### src/rtl/fetch_stage.sv
// rtl/fetch_stage.sv - MIPS IF stage: fetch PC, AdEL check and IF/ID register
module fetch_stage #(
    parameter logic [31:0] RESET_PC = 32'h0000_3000,
    parameter logic [31:0] IM_LO    = 32'h0000_3000,
    parameter logic [31:0] IM_HI    = 32'h0000_6FFC,
    parameter logic [4:0]  EXC_ADEL = 5'd4
) (
    input  logic        clk,
    input  logic        reset,
    input  logic        Stall,
    input  logic [31:0] N_PC,
    input  logic        ActivateCP0,
    input  logic        CoolCP0,
    input  logic        Is_Jump_D,
    input  logic [31:0] Instr_IM,
    output logic [31:0] PC_F,
    output logic [31:0] Instr_D,
    output logic [31:0] PC_D,
    output logic [31:0] PC8_D,
    output logic [4:0]  ExcCode_D,
    output logic        BD_D
);

    logic        adel_f;
    logic [31:0] instr_f;
    logic [4:0]  exc_f;
    logic        redirect;

    assign redirect = ActivateCP0 | CoolCP0;

    // An illegal fetch still flows to D as a nop so CP0 sees its PC and BD flag.
    always_comb begin
        adel_f  = (PC_F[1:0] != 2'b00) || (PC_F < IM_LO) || (PC_F > IM_HI);
        instr_f = adel_f ? 32'h0 : Instr_IM;
        exc_f   = adel_f ? EXC_ADEL : 5'd0;
    end

    always_ff @(posedge clk) begin
        if (reset) begin
            PC_F <= RESET_PC;
        end else if (redirect || !Stall) begin
            PC_F <= N_PC;
        end
    end

    // eret has no delay slot, so a redirect discards whatever is in F.
    always_ff @(posedge clk) begin
        if (reset || redirect) begin
            Instr_D   <= 32'h0;
            PC_D      <= 32'h0;
            PC8_D     <= 32'h0;
            ExcCode_D <= 5'd0;
            BD_D      <= 1'b0;
        end else if (!Stall) begin
            Instr_D   <= instr_f;
            PC_D      <= PC_F;
            PC8_D     <= PC_F + 32'd8;
            ExcCode_D <= exc_f;
            BD_D      <= Is_Jump_D;
        end
    end

endmodule
### config.mk
export PLATFORM = sky130hd
export DESIGN_NAME = fetch_stage
export DESIGN_NICKNAME = d
export VERILOG_FILES = /design/src/rtl/fetch_stage.sv
export SDC_FILE = /design/constraint.sdc
export NUM_CORES = 1
export LEC_CHECK = 0
export CAP_MARGIN = 5
export CORE_MARGIN = 1
export CORE_UTILIZATION = 39
export DETAILED_ROUTE_END_ITERATION = 8
export GPL_ROUTABILITY_DRIVEN = 0
export GPL_TIMING_DRIVEN = 0
export PLACE_DENSITY_LB_ADDON = 0.12
export SKIP_LAST_GASP = 1
export SYNTH_ARGS = -nofsm -noshare
export SYNTH_HDL_FRONTEND = slang
export SYNTH_SLANG_ARGS = --single-unit
### constraint.sdc
create_clock -name clk -period 1.7 [get_ports clk]
set_input_delay 0.34 -clock clk [delete_from_list [all_inputs] [get_ports clk]]
set_output_delay 0.34 -clock clk [all_outputs]
set_load 0.02 [all_outputs]
======== Word-level counts from Yosys, hierarchy flattened ========
Index checks and enable logic that the tools add are counted.
cells by class
  add/subtract/negate cells ............... 1
  order comparisons ....................... 2
  mux-type cells .......................... 2
  bitwise logic cells ..................... 1
  reduce and logical (&&, ||, !) cells .... 6
operator list
  kind                                                                            number
  32-bit by 4-bit adder with 32-bit output, second input constant                 1
  32-bit by 15-bit > comparator with 1-bit output, second input constant          1
  32-bit by 14-bit less-than comparator with 1-bit output, second input constant  1
  32-bit 2-to-1 mux                                                               1
  1-bit logical OR                                                                4
  3-bit 2-to-1 mux                                                                1
  2-bit nonzero test                                                              1
  1-bit zero test                                                                 1
  1-bit bitwise OR                                                                1
storage, ports and cells
  register bits ........................... 134
  output and inout port bits .............. 134
  word-level logic and storage cells ...... 18

======== Depth between registers and ports, before layout ========
Gate-level depths: netlist (run 1).
  word-level depth ........................ 4
  depth in mapped cells ................... 7
  depth with buffers taken out ............ 5

======== Worst setup path after synthesis (run 1) ========
OpenSTA, ideal clock, no wires.
  path type ............................... register to register
  start point ............................. register PC_F[12]
  end point ............................... register PC8_D[25]
  arrival ................................. 1.702 ns
  path slack .............................. -0.123 ns
  cell stages (with the launch flop) ...... 8
  path buffers ............................ 3
  cells stage by stage .................... dfxtp_1 buf_4 and4_1 buf_6 nand4_4 buf_6 nor4_1 mux2_2
on the way
  word-level cells in the longest chain between the ends .. 1
RTL lines
  what                                      RTL line  text
  from (decl)                               16        output logic [31:0] PC_F,
  from (signal assigned)                    40        PC_F <= RESET_PC;
  from (signal assigned)                    42        PC_F <= N_PC;
  32-bit by 4-bit adder with 32-bit output  57        PC8_D <= PC_F + 32'd8;
  to (signal assigned)                      57
  to (decl)                                 19        output logic [31:0] PC8_D,
No other way between the ends.
A chain may end at the register's enable or synchronous reset.

======== Worst setup path after layout (run 1) ========
  start point ............................. register PC_F[10]
  end point ............................... register PC8_D[25]
The elaborated chain is that of the path after synthesis.

==> results.sh, run 1 <==
export IMPL_htree_levels=4
export IMPL_rrSetupSlack_ns=0.04
export IMPL_fp_dieW_um=117
export IMPL_slowest_delay_ns=0.40
export IMPL_final_cells=1005
export IMPL_hold_depth=2
export IMPL_synth_xor_area_share_pct=1.86
export IMPL_hold_viol_final=0
export IMPL_yosysWarnings=0
export IMPL_grt_use_total_pct=26.1
export IMPL_dieArea_um2=13700
export IMPL_cp_slowest_cell="dfxtp_2"
export IMPL_status="finished clean"
export IMPL_first_global_vias=4958
export IMPL_wire_per_inst_um=17.7
export IMPL_vias_per_cell=5.26
export IMPL_startpoint="PC_F[10]$_SDFFE_PP0P_"
export IMPL_leakagePower_nw=3.94
export IMPL_antenna_found_initial=0
export IMPL_nets=891
export IMPL_irDropWorstVdd_v=0.000501
export IMPL_worst_pin_slew_ns=0.884
export IMPL_dr_wl_met2_um=8370
export IMPL_slew_violations=0
export IMPL_worst_hold_path_type="in2reg"
export IMPL_num_io_pins=204
export IMPL_cp_num_buf_inv=1
export IMPL_setup_viol=0
export IMPL_cts_num_sinks=127
export IMPL_maxSlewHeadroom_pct=41.0
export IMPL_die_h_um=117
export IMPL_clkTransAtPathRegs_ns=0.05
export IMPL_rows=41
export IMPL_pre_cts_slack_ns=-0.795
export IMPL_syn_to_final_growth_pct=58.4
export IMPL_grt_first_pass_wirelength_um=26600
export IMPL_synth_adder_area_share_pct=0.242
export IMPL_antenna_cells=0
export IMPL_vias=5289
export IMPL_ys_ff_latch=127
export IMPL_io_buffers=197
export IMPL_clk_latency_ns=0.41
export IMPL_cp_start_kind="flop"
export IMPL_overflow=0
export IMPL_drt_total_wl_um=17800
export IMPL_ant_nets=0
export IMPL_dp_hpwl_um=12700
export IMPL_r2r_start="PC_F[10]$_SDFFE_PP0P_"
export IMPL_final_setup_worst_slack_ns=0.0356
export IMPL_syn_inst=590
export IMPL_yosys_area_share_simple_pct=20.3
export IMPL_wl_met3_um=1520
export IMPL_critical_path_top_delay_family="simple AND/OR/NAND/NOR gates"
export IMPL_final_util_pct=64.1
export IMPL_power_density_nw_per_um2=898
export IMPL_rsz0062_at_grt="true"
export IMPL_skew_ns=0.00537
export IMPL_r2r_end="PC8_D[25]$_SDFFE_PP0N_"
export IMPL_clockRootBuffer="clkbuf_16"
export IMPL_synthArstFlopShare_pct=0
export IMPL_grt_max_degree=17
export IMPL_crit_path_end_kind="flop"
export IMPL_cp_depth=5
export IMPL_firstDrtPassIters=7
export IMPL_synth_mux_area_share_pct=6.68
export IMPL_reg2regPathDepth=5
export IMPL_cts_buffers=17
export IMPL_yosys_most_used_dff="dfxtp_1"
export IMPL_avgSynthCellArea_um2=8.76
export IMPL_synth_compound_area_share_pct=15.9
export IMPL_drive_gt1_share_pct=16.8
export IMPL_yosysSeqAreaShare_pct=49.2
export IMPL_wl_met1_um=7510
export IMPL_synth_edf_count=0
export IMPL_syn_cell_area_um2=5170
export IMPL_cts_tree="yes"
export IMPL_crit_type="reg2reg"
export IMPL_netlist_cell_type_count=50
export IMPL_top_layer="met4"
export IMPL_core_region_area_um2=12800
export IMPL_critPathRequiredTime_ns=2.00
export IMPL_drc=0
export IMPL_finalCritPeriodShare_pct=97.9
export IMPL_fmax_ghz=0.601
export IMPL_path_max_fanout=7
export IMPL_period_needed_ns=1.66
export IMPL_dp_cells=962
export IMPL_cp_data_arrival_time_ns=1.96
export IMPL_critPathCapture="PC8_D[25]$_SDFFE_PP0N_"
export IMPL_synth_top_family_by_area="simple AND/OR/NAND/NOR gates"
export IMPL_postCtsHoldBufs=0
export IMPL_first_iter_violations=393
export IMPL_cp_cell_sequence="and3_4 > nand4_4 > buf_6 > nor4_4 > mux2_4"
export IMPL_total_power_mw=7.36
export IMPL_cap_violations=0
export IMPL_tns_ns=0
export IMPL_ctsLongestPathBuffers=2
export IMPL_start_util_pct=40.5
[metrics by stage]
stage                     cell area, um^2  hold WS, ns
after floorplan                      5210        0.464
after global placement               7390        0.449
after detailed placement             7390        0.457
after CTS                            7990        0.346
after global routing                 8190        0.424
final                                8190        0.394
[report_power, final]
group          internal [mW]  switching [mW]  total [mW]
logic                  0.378           0.432       0.810
clock network           2.12            1.27        3.38
registers               3.05           0.112        3.16
total                   5.55            1.81        7.36
[area by class of cell]
type / instances / area (um^2)
Fill cell: 1104 / 4580
Sequential cell: 127 / 2590
Multi-Input combinational cell: 403 / 2520
Timing Repair Buffer: 213 / 2000
Clock buffer: 26 / 489
Buffer: 53 / 295
Tap cell: 172 / 215
Clock inverter: 6 / 57.6
Inverter: 5 / 18.8
[kinds of logic (layout without fill, tap and decap cells)]
group / Yosys count / after routing
compound gates: 126 / 126
xor+xnor: 11 / 11
fa+ha+maj: 1 / 1
buf+inv: 63 / 303
flops: 127 / 127
mux: 34 / 34
other cells: 1 / 4
simple gates: 227 / 227
[state kept, by name (all words and copies together) (netlist names)]
register   count
PC8_D         29
PC_F          32
BD_D           1
PC_D          32
ExcCode_D      1
Instr_D       32
[synthesized netlist by cell type, types with 4 or more instances]
library cell / instances / area share (%)
a21oi_1: 51 / 4.9
a311oi_1: 4 / 0.68
a31oi_1: 7 / 0.85
a32oi_1: 32 / 5.4
and3_1: 4 / 0.48
buf_2: 12 / 1.2
buf_4: 8 / 1.2
clkbuf_1: 33 / 2.4
dfxtp_1: 127 / 49
inv_1: 5 / 0.36
mux2_2: 4 / 0.87
mux2i_1: 30 / 5.8
nand2_1: 90 / 6.5
nand3_1: 8 / 0.77
nand4_1: 6 / 0.73
nor2_1: 72 / 5.2
nor3_1: 7 / 0.68
nor4_1: 12 / 1.5
o21ai_0: 19 / 1.8
xnor2_1: 6 / 1.0
xor2_1: 5 / 0.85
[worst register-to-register path, cell delays in order, from the launching register on]
cell     delay, ns
dfxtp_2       0.40
and3_4        0.25
nand4_4       0.10
buf_6         0.15
nor4_4        0.32
mux2_4        0.33
[per-layer routing]
metal,global-route usage [%],vias up
met5,0,-
met4,10.2,0
met3,7.21,31
met2,41.4,242
met1,33.6,2478
li1,-,2538
[how the worst min path moves through the flow]
stage	start	end	slack, ns
floorplan	N_PC[12]	PC_F[12]$_SDFFE_PP1P_	0.46
global route	reset	PC_F[12]$_SDFFE_PP1P_	0.42
global placement	PC8_D[7]$_SDFFE_PP0N_	PC8_D[7]$_SDFFE_PP0N_	0.45
CTS	reset	PC_F[13]$_SDFFE_PP1P_	0.35
detailed placement	PC8_D[5]$_SDFFE_PP0N_	PC8_D[5]$_SDFFE_PP0N_	0.46
finish	reset	PC_F[12]$_SDFFE_PP1P_	0.39
[layout by cell type (no fill, tap or decap), types with 3 or more instances in the layout]
cell type	count
dlymetal6s2s_1	20
xor2_1	5
a31oi_1	7
nor4_2	3
nor2_1	71
clkbuf_1	20
o21ai_0	19
a32oi_1	32
buf_2	11
dlygate4sd2_1	110
clkinv_2	4
buf_4	27
o31ai_1	3
nor3_1	3
a311oi_1	4
nor3_4	3
nor4_4	4
or4_1	3
mux2_2	3
xnor2_1	6
clkbuf_8	3
dfxtp_4	9
nand3_1	8
clkdlybuf4s50_1	67
dfxtp_2	15
inv_1	5
nand2_1	88
mux2i_1	30
a21oi_1	51
a31o_2	3
conb_1	4
nand4_1	6
nand2b_1	3
nor4_1	5
clkbuf_16	17
clkbuf_4	4
and3_1	3
dfxtp_1	103
clkbuf_2	9
[timing repair]
item                                    in CTS  in global routing
pin swaps                                    2                  5
gates resized for setup                    163                 57
endpoints found under the setup margin     206                126
gates cloned                                 0                  0
setup buffers                                7                  9
No activity file was read; power rests on OpenSTA's default activity.
==> inputs of run 2 (changes only) <==
--- a/config.mk
+++ b/config.mk
@@ -6,8 +6,9 @@
 export NUM_CORES = 1
 export LEC_CHECK = 0
 export CAP_MARGIN = 5
-export CORE_MARGIN = 1
+export CORE_MARGIN = 8
 export CORE_UTILIZATION = 39
+export CTS_CLUSTER_SIZE = 14
 export DETAILED_ROUTE_END_ITERATION = 8
 export GPL_ROUTABILITY_DRIVEN = 0
 export GPL_TIMING_DRIVEN = 0
==> results.sh, run 2 (synthesis gave the netlist of run 1 again) <==
export IMPL_swShare_pct=24.2
export IMPL_cap_violations=0
export IMPL_slew_violations=0
export IMPL_p_int_mw=5.72
export IMPL_dp_cells=966
export IMPL_rows=42
export IMPL_grt_use_total_pct=21.0
export IMPL_clkTransAtPathRegs_ns=0.06
export IMPL_power_density_nw_per_um2=930
export IMPL_clockRootBuffer="clkbuf_16"
export IMPL_crit_type="reg2reg"
export IMPL_grt_first_pass_wirelength_um=29000
export IMPL_period_needed_ns=1.69
export IMPL_crit_path_end_kind="flop"
export IMPL_cts_num_sinks=127
export IMPL_final_setup_worst_slack_ns=0.00814
export IMPL_irDropWorstVdd_v=0.000590
export IMPL_power_share_combinational_pct=10.6
export IMPL_hold_viol_final=0
export IMPL_syn_to_final_growth_pct=57.0
export IMPL_drive_gt1_share_pct=16.4
export IMPL_overflow=0
export IMPL_hold_depth=2
export IMPL_firstDrtPassIters=5
export IMPL_cp_data_arrival_time_ns=1.99
export IMPL_drc=0
export IMPL_p_clk_share_pct=47.5
export IMPL_cts_buffers=17
export IMPL_finalCritPeriodShare_pct=99.5
export IMPL_postCtsHoldBufs=0
export IMPL_ctsLongestPathBuffers=2
export IMPL_worst_hold_path_type="in2reg"
export IMPL_cp_start_kind="flop"
export IMPL_fmax_ghz=0.591
export IMPL_reg_largest_list="Instr_D (32), PC_D (32), PC_F (32)"
export IMPL_final_cells=1001
export IMPL_clk_latency_ns=0.41
export IMPL_start_util_pct=39.5
export IMPL_pre_cts_slack_ns=-0.896
export IMPL_power_frac_seq_pct=41.9
export IMPL_nets=883
export IMPL_ant_nets=0
export IMPL_first_iter_violations=251
export IMPL_rsz0062_at_grt="true"
export IMPL_cts_tree="yes"
export IMPL_grt_max_degree=17
export IMPL_layout_common_cells="125 x dlygate4sd2_1, 105 x dfxtp_1, 88 x nand2_1, 71 x nor2_1, 67 x clkdlybuf4s50_1"
export IMPL_drt_total_wl_um=18500
export IMPL_fp_dieW_um=131
export IMPL_htree_levels=4
export IMPL_final_util_pct=62.0
export IMPL_reg2regPathDepth=6
export IMPL_vias=5275
export IMPL_core_region_area_um2=13100
export IMPL_dieArea_um2=17200
export IMPL_vias_per_cell=5.27
export IMPL_status="finished clean"
export IMPL_antenna_found_initial=0
export IMPL_wire_per_inst_um=18.5
export IMPL_worst_pin_slew_ns=0.778
export IMPL_antenna_cells=0
export IMPL_critPathRequiredTime_ns=2.00
export IMPL_layout_commonest_cell="dlygate4sd2_1"
export IMPL_num_io_pins=204
export IMPL_p_sw_mw=1.83
export IMPL_setup_viol=0
export IMPL_dp_hpwl_um=13800
export IMPL_skew_ns=0.00556
export IMPL_leakagePower_nw=3.68
export IMPL_path_max_fanout=8
export IMPL_io_buffers=197
export IMPL_die_h_um=131
export IMPL_first_global_vias=5295
export IMPL_maxSlewHeadroom_pct=48.1
## run 2: cell count changes in the layout (fill, tap and decap cells not counted), sizes merged
cell / change
clkinvlp: +3
bufinv: +1
dlygate4sd2: +15
buf: -12
dlymetal6s2s: -16
clkdlybuf4s15: +1
## run 2: critical path, cell delays in order (launching register included)
cell and delay [ns]:
dfxtp_2 0.32, buf_2 0.20, and2_2 0.21, nand4_4 0.11, buf_8 0.15, nor4_4 0.21, mux2_2 0.37
## run 2: routing by layer
layer  GRT usage (%)  vias up  wire length [um]
met3            7.13       31              1430
li1                -     2520                 -
met1            24.9     2511              7900
met5               0        -                 0
met2            34.6      213              8820
met4            7.55        0               364
## run 2: cell type report
| cell class | instances | area, um^2 |
|---|---|---|
| Buffer | 54 | 315 |
| Clock buffer | 22 | 484 |
| Clock inverter | 10 | 110 |
| Fill cell | 1164 | 4970 |
| Inverter | 5 | 18.8 |
| Multi-Input combinational cell | 403 | 2500 |
| Sequential cell | 127 | 2590 |
| Tap cell | 176 | 220 |
| Timing Repair Buffer | 204 | 1880 |
## run 2: stage by stage
| step | setup TNS (ns) | total power [mW] | hold slack (ns) | cell area (um^2) |
|---|---|---|---|---|
| 2_1_floorplan | 0 | 3.59 | 0.464 | 5210 |
| 3_3_place_gp | -63.45 | 4.01 | 0.448 | 7400 |
| 3_5_place_dp | -69.22 | 4.03 | 0.455 | 7400 |
| 4_1_cts | -0.758 | 7.58 | 0.369 | 7910 |
| 5_1_grt | -0.403 | 7.81 | 0.372 | 8120 |
| 6_report | 0 | 7.55 | 0.378 | 8120 |
## run 2: worst paths after layout
check	slack [ns]	to	from
max	0.008	PC8_D[25]$_SDFFE_PP0N_	PC_F[18]$_SDFFE_PP0P_
min	0.38	PC_F[13]$_SDFFE_PP1P_	reset
min reg2reg	0.46	PC_D[24]$_SDFFE_PP0N_	PC_D[24]$_SDFFE_PP0N_
max reg2reg	0.008	PC8_D[25]$_SDFFE_PP0N_	PC_F[18]$_SDFFE_PP0P_
## run 2: power by group through the flow
stage	Clock [mW]	Combinational (mW)	Sequential (mW)
floorplan	0	0.312	3.27
global placement	0	0.794	3.22
detailed placement	0	0.807	3.22
CTS	3.65	0.779	3.16
global route	3.77	0.861	3.17
finish	3.58	0.799	3.16
## run 2: repair_timing
action,4_1_cts,5_1_grt
resized for setup,160,59
buffers inserted,0,7
setup endpoints to repair,221,116
pin swaps,0,3
==> inputs of run 3 (changes only) <==
--- a/config.mk
+++ b/config.mk
@@ -7,11 +7,12 @@
 export LEC_CHECK = 0
 export CAP_MARGIN = 5
 export CORE_MARGIN = 8
-export CORE_UTILIZATION = 39
+export CORE_UTILIZATION = 44
 export CTS_CLUSTER_SIZE = 14
 export DETAILED_ROUTE_END_ITERATION = 8
 export GPL_ROUTABILITY_DRIVEN = 0
 export GPL_TIMING_DRIVEN = 0
+export HOLD_SLACK_MARGIN = 0.02
 export PLACE_DENSITY_LB_ADDON = 0.12
 export SKIP_LAST_GASP = 1
 export SYNTH_ARGS = -nofsm -noshare
==> constraint.sdc (replaced) <==
create_clock -name clk -period 1.9 [get_ports clk]
set_input_delay 0.38 -clock clk [delete_from_list [all_inputs] [get_ports clk]]
set_output_delay 0.38 -clock clk [all_outputs]
set_load 0.02 [all_outputs]
==> results.sh, run 3 (synthesis gave the netlist of run 1 again) <==
export IMPL_start_util_pct=45.1
export IMPL_irDropWorstVdd_v=0.000538
export IMPL_core_region_area_um2=11500
export IMPL_p_int_mw=5.12
export IMPL_hold_depth=2
export IMPL_ant_nets=0
export IMPL_final_cells=962
export IMPL_power_frac_seq_pct=41.7
export IMPL_status="finished clean"
export IMPL_worst_pin_slew_ns=0.805
export IMPL_power_share_combinational_pct=10.5
export IMPL_nets=878
export IMPL_cts_num_sinks=127
export IMPL_cts_setup_buffers=0
export IMPL_grt_use_total_pct=22.9
export IMPL_setup_viol=0
export IMPL_grt_first_pass_wirelength_um=28800
export IMPL_die_h_um=124
export IMPL_io_buffers=197
export IMPL_p_sw_mw=1.66
export IMPL_wire_per_inst_um=19.4
export IMPL_cts_tree="yes"
export IMPL_clkTransAtPathRegs_ns=0.05
export IMPL_critPathRequiredTime_ns=2.25
export IMPL_worst_hold_path_type="in2reg"
export IMPL_dieArea_um2=15500
export IMPL_reg_largest_list="Instr_D (32), PC_D (32), PC_F (32)"
export IMPL_rows=39
export IMPL_rsz0062_at_grt="true"
export IMPL_first_global_vias=5195
export IMPL_dp_cells=933
export IMPL_period_needed_ns=1.88
export IMPL_antenna_cells=0
export IMPL_power_density_nw_per_um2=847
export IMPL_path_max_fanout=10
export IMPL_drc=0
export IMPL_p_clk_share_pct=47.8
export IMPL_tns_ns=0
export IMPL_cp_start_kind="flop"
export IMPL_cts_buffers=17
export IMPL_reg2regPathDepth=6
export IMPL_layout_common_cells="167 x clkdlybuf4s50_1, 117 x dfxtp_1, 89 x nand2_1, 71 x nor2_1, 51 x a21oi_1"
export IMPL_finalCritPeriodShare_pct=99.1
export IMPL_first_iter_violations=397
export IMPL_cp_data_arrival_time_ns=2.23
export IMPL_num_io_pins=204
export IMPL_skew_ns=0.00716
export IMPL_vias_per_cell=5.51
export IMPL_cap_violations=0
export IMPL_dp_hpwl_um=13800
export IMPL_syn_to_final_growth_pct=54.9
export IMPL_ctsLongestPathBuffers=2
export IMPL_hold_viol_final=0
export IMPL_layout_commonest_cell="clkdlybuf4s50_1"
export IMPL_leakagePower_nw=3.18
export IMPL_drive_gt1_share_pct=12.5
export IMPL_swShare_pct=24.5
export IMPL_fp_dieW_um=124
export IMPL_fmax_ghz=0.531
export IMPL_crit_type="reg2reg"
export IMPL_htree_levels=4
export IMPL_vias=5297
export IMPL_slew_violations=0
export IMPL_grt_max_degree=17
export IMPL_clockRootBuffer="clkbuf_16"
export IMPL_firstDrtPassIters=6
export IMPL_drt_total_wl_um=18700
export IMPL_crit_path_end_kind="flop"
export IMPL_maxSlewHeadroom_pct=46.3
export IMPL_clk_latency_ns=0.42
export IMPL_overflow=0
export IMPL_antenna_found_initial=1
run 3: cell types whose count changed in the layout (fill, tap and decap cells not counted), sizes merged:
| cell | before | now |
|---|---|---|
| clkdlybuf4s50 | 67 | 167 |
| dlymetal6s2s | 4 | 10 |
| clkdlybuf4s15 | 1 | 0 |
| buf | 30 | 24 |
| clkinv | 4 | 3 |
| clkbuf | 53 | 54 |
| dlygate4sd2 | 125 | 20 |
run 3: area by class of cell:
class | instances | area (um^2)
plain buffers | 56 | 289
flip-flops and latches | 127 | 2560
clock buffers | 22 | 484
multi-input cells | 403 | 2400
well taps | 143 | 179
repair buffers | 197 | 1970
clock inverters | 9 | 109
inverters | 5 | 18.8
fillers | 916 | 3460
run 3: final timing paths:
check                                           start                  endpoint  slack [ns]
worst min-delay path                            reset     PC_F[13]$_SDFFE_PP1P_        0.40
worst max register to register  PC_F[18]$_SDFFE_PP0P_  Instr_D[12]$_SDFFE_PP0N_        0.02
worst max-delay path            PC_F[18]$_SDFFE_PP0P_  Instr_D[12]$_SDFFE_PP0N_        0.02
worst min register to register  PC_D[24]$_SDFFE_PP0N_     PC_D[24]$_SDFFE_PP0N_        0.46
run 3: timing repair:
action	in CTS	in global routing
resized for setup	32	39
hold buffers	0	0
endpoints found under the setup margin	111	88
pin swaps	0	1
run 3: layer usage:
metal / up-vias / routed length, um / track usage [%]
li1: 2510 / - / -
met1: 2530 / 7940 / 27.7
met2: 228 / 8810 / 37.4
met3: 27 / 1650 / 8.17
met4: 2 / 269 / 6.95
met5: - / 13 / 0
run 3: through the flow:
step,utilization [%],cell area [um^2],worst slack [ns],hold slack [ns],power (mW)
detailed placement,63.9,7330,-0.683,0.459,3.59
floorplan,-,5180,0.0774,0.504,3.20
global route,69.8,8010,-0.0309,0.423,6.98
finish,69.8,8010,0.0175,0.403,6.78
global placement,63.9,7330,-0.626,0.448,3.58
CTS,69.0,7910,-0.0105,0.360,6.79
run 3: power groups by stage:
stage,combinational (mW),sequential (mW),clock [mW]
after CTS,0.704,2.82,3.26
after detailed placement,0.713,2.88,0
after floorplan,0.277,2.93,0
after global routing,0.761,2.84,3.38
after global placement,0.705,2.88,0
final,0.712,2.83,3.24
run 3: worst max-delay path, cell delays in order, from the launching register on:
cell and delay [ns]:
dfxtp_1 0.31, clkbuf_2 0.17, nor4_1 0.40, and4_2 0.40, buf_2 0.26, a32oi_1 0.15
nor2_1 0.12
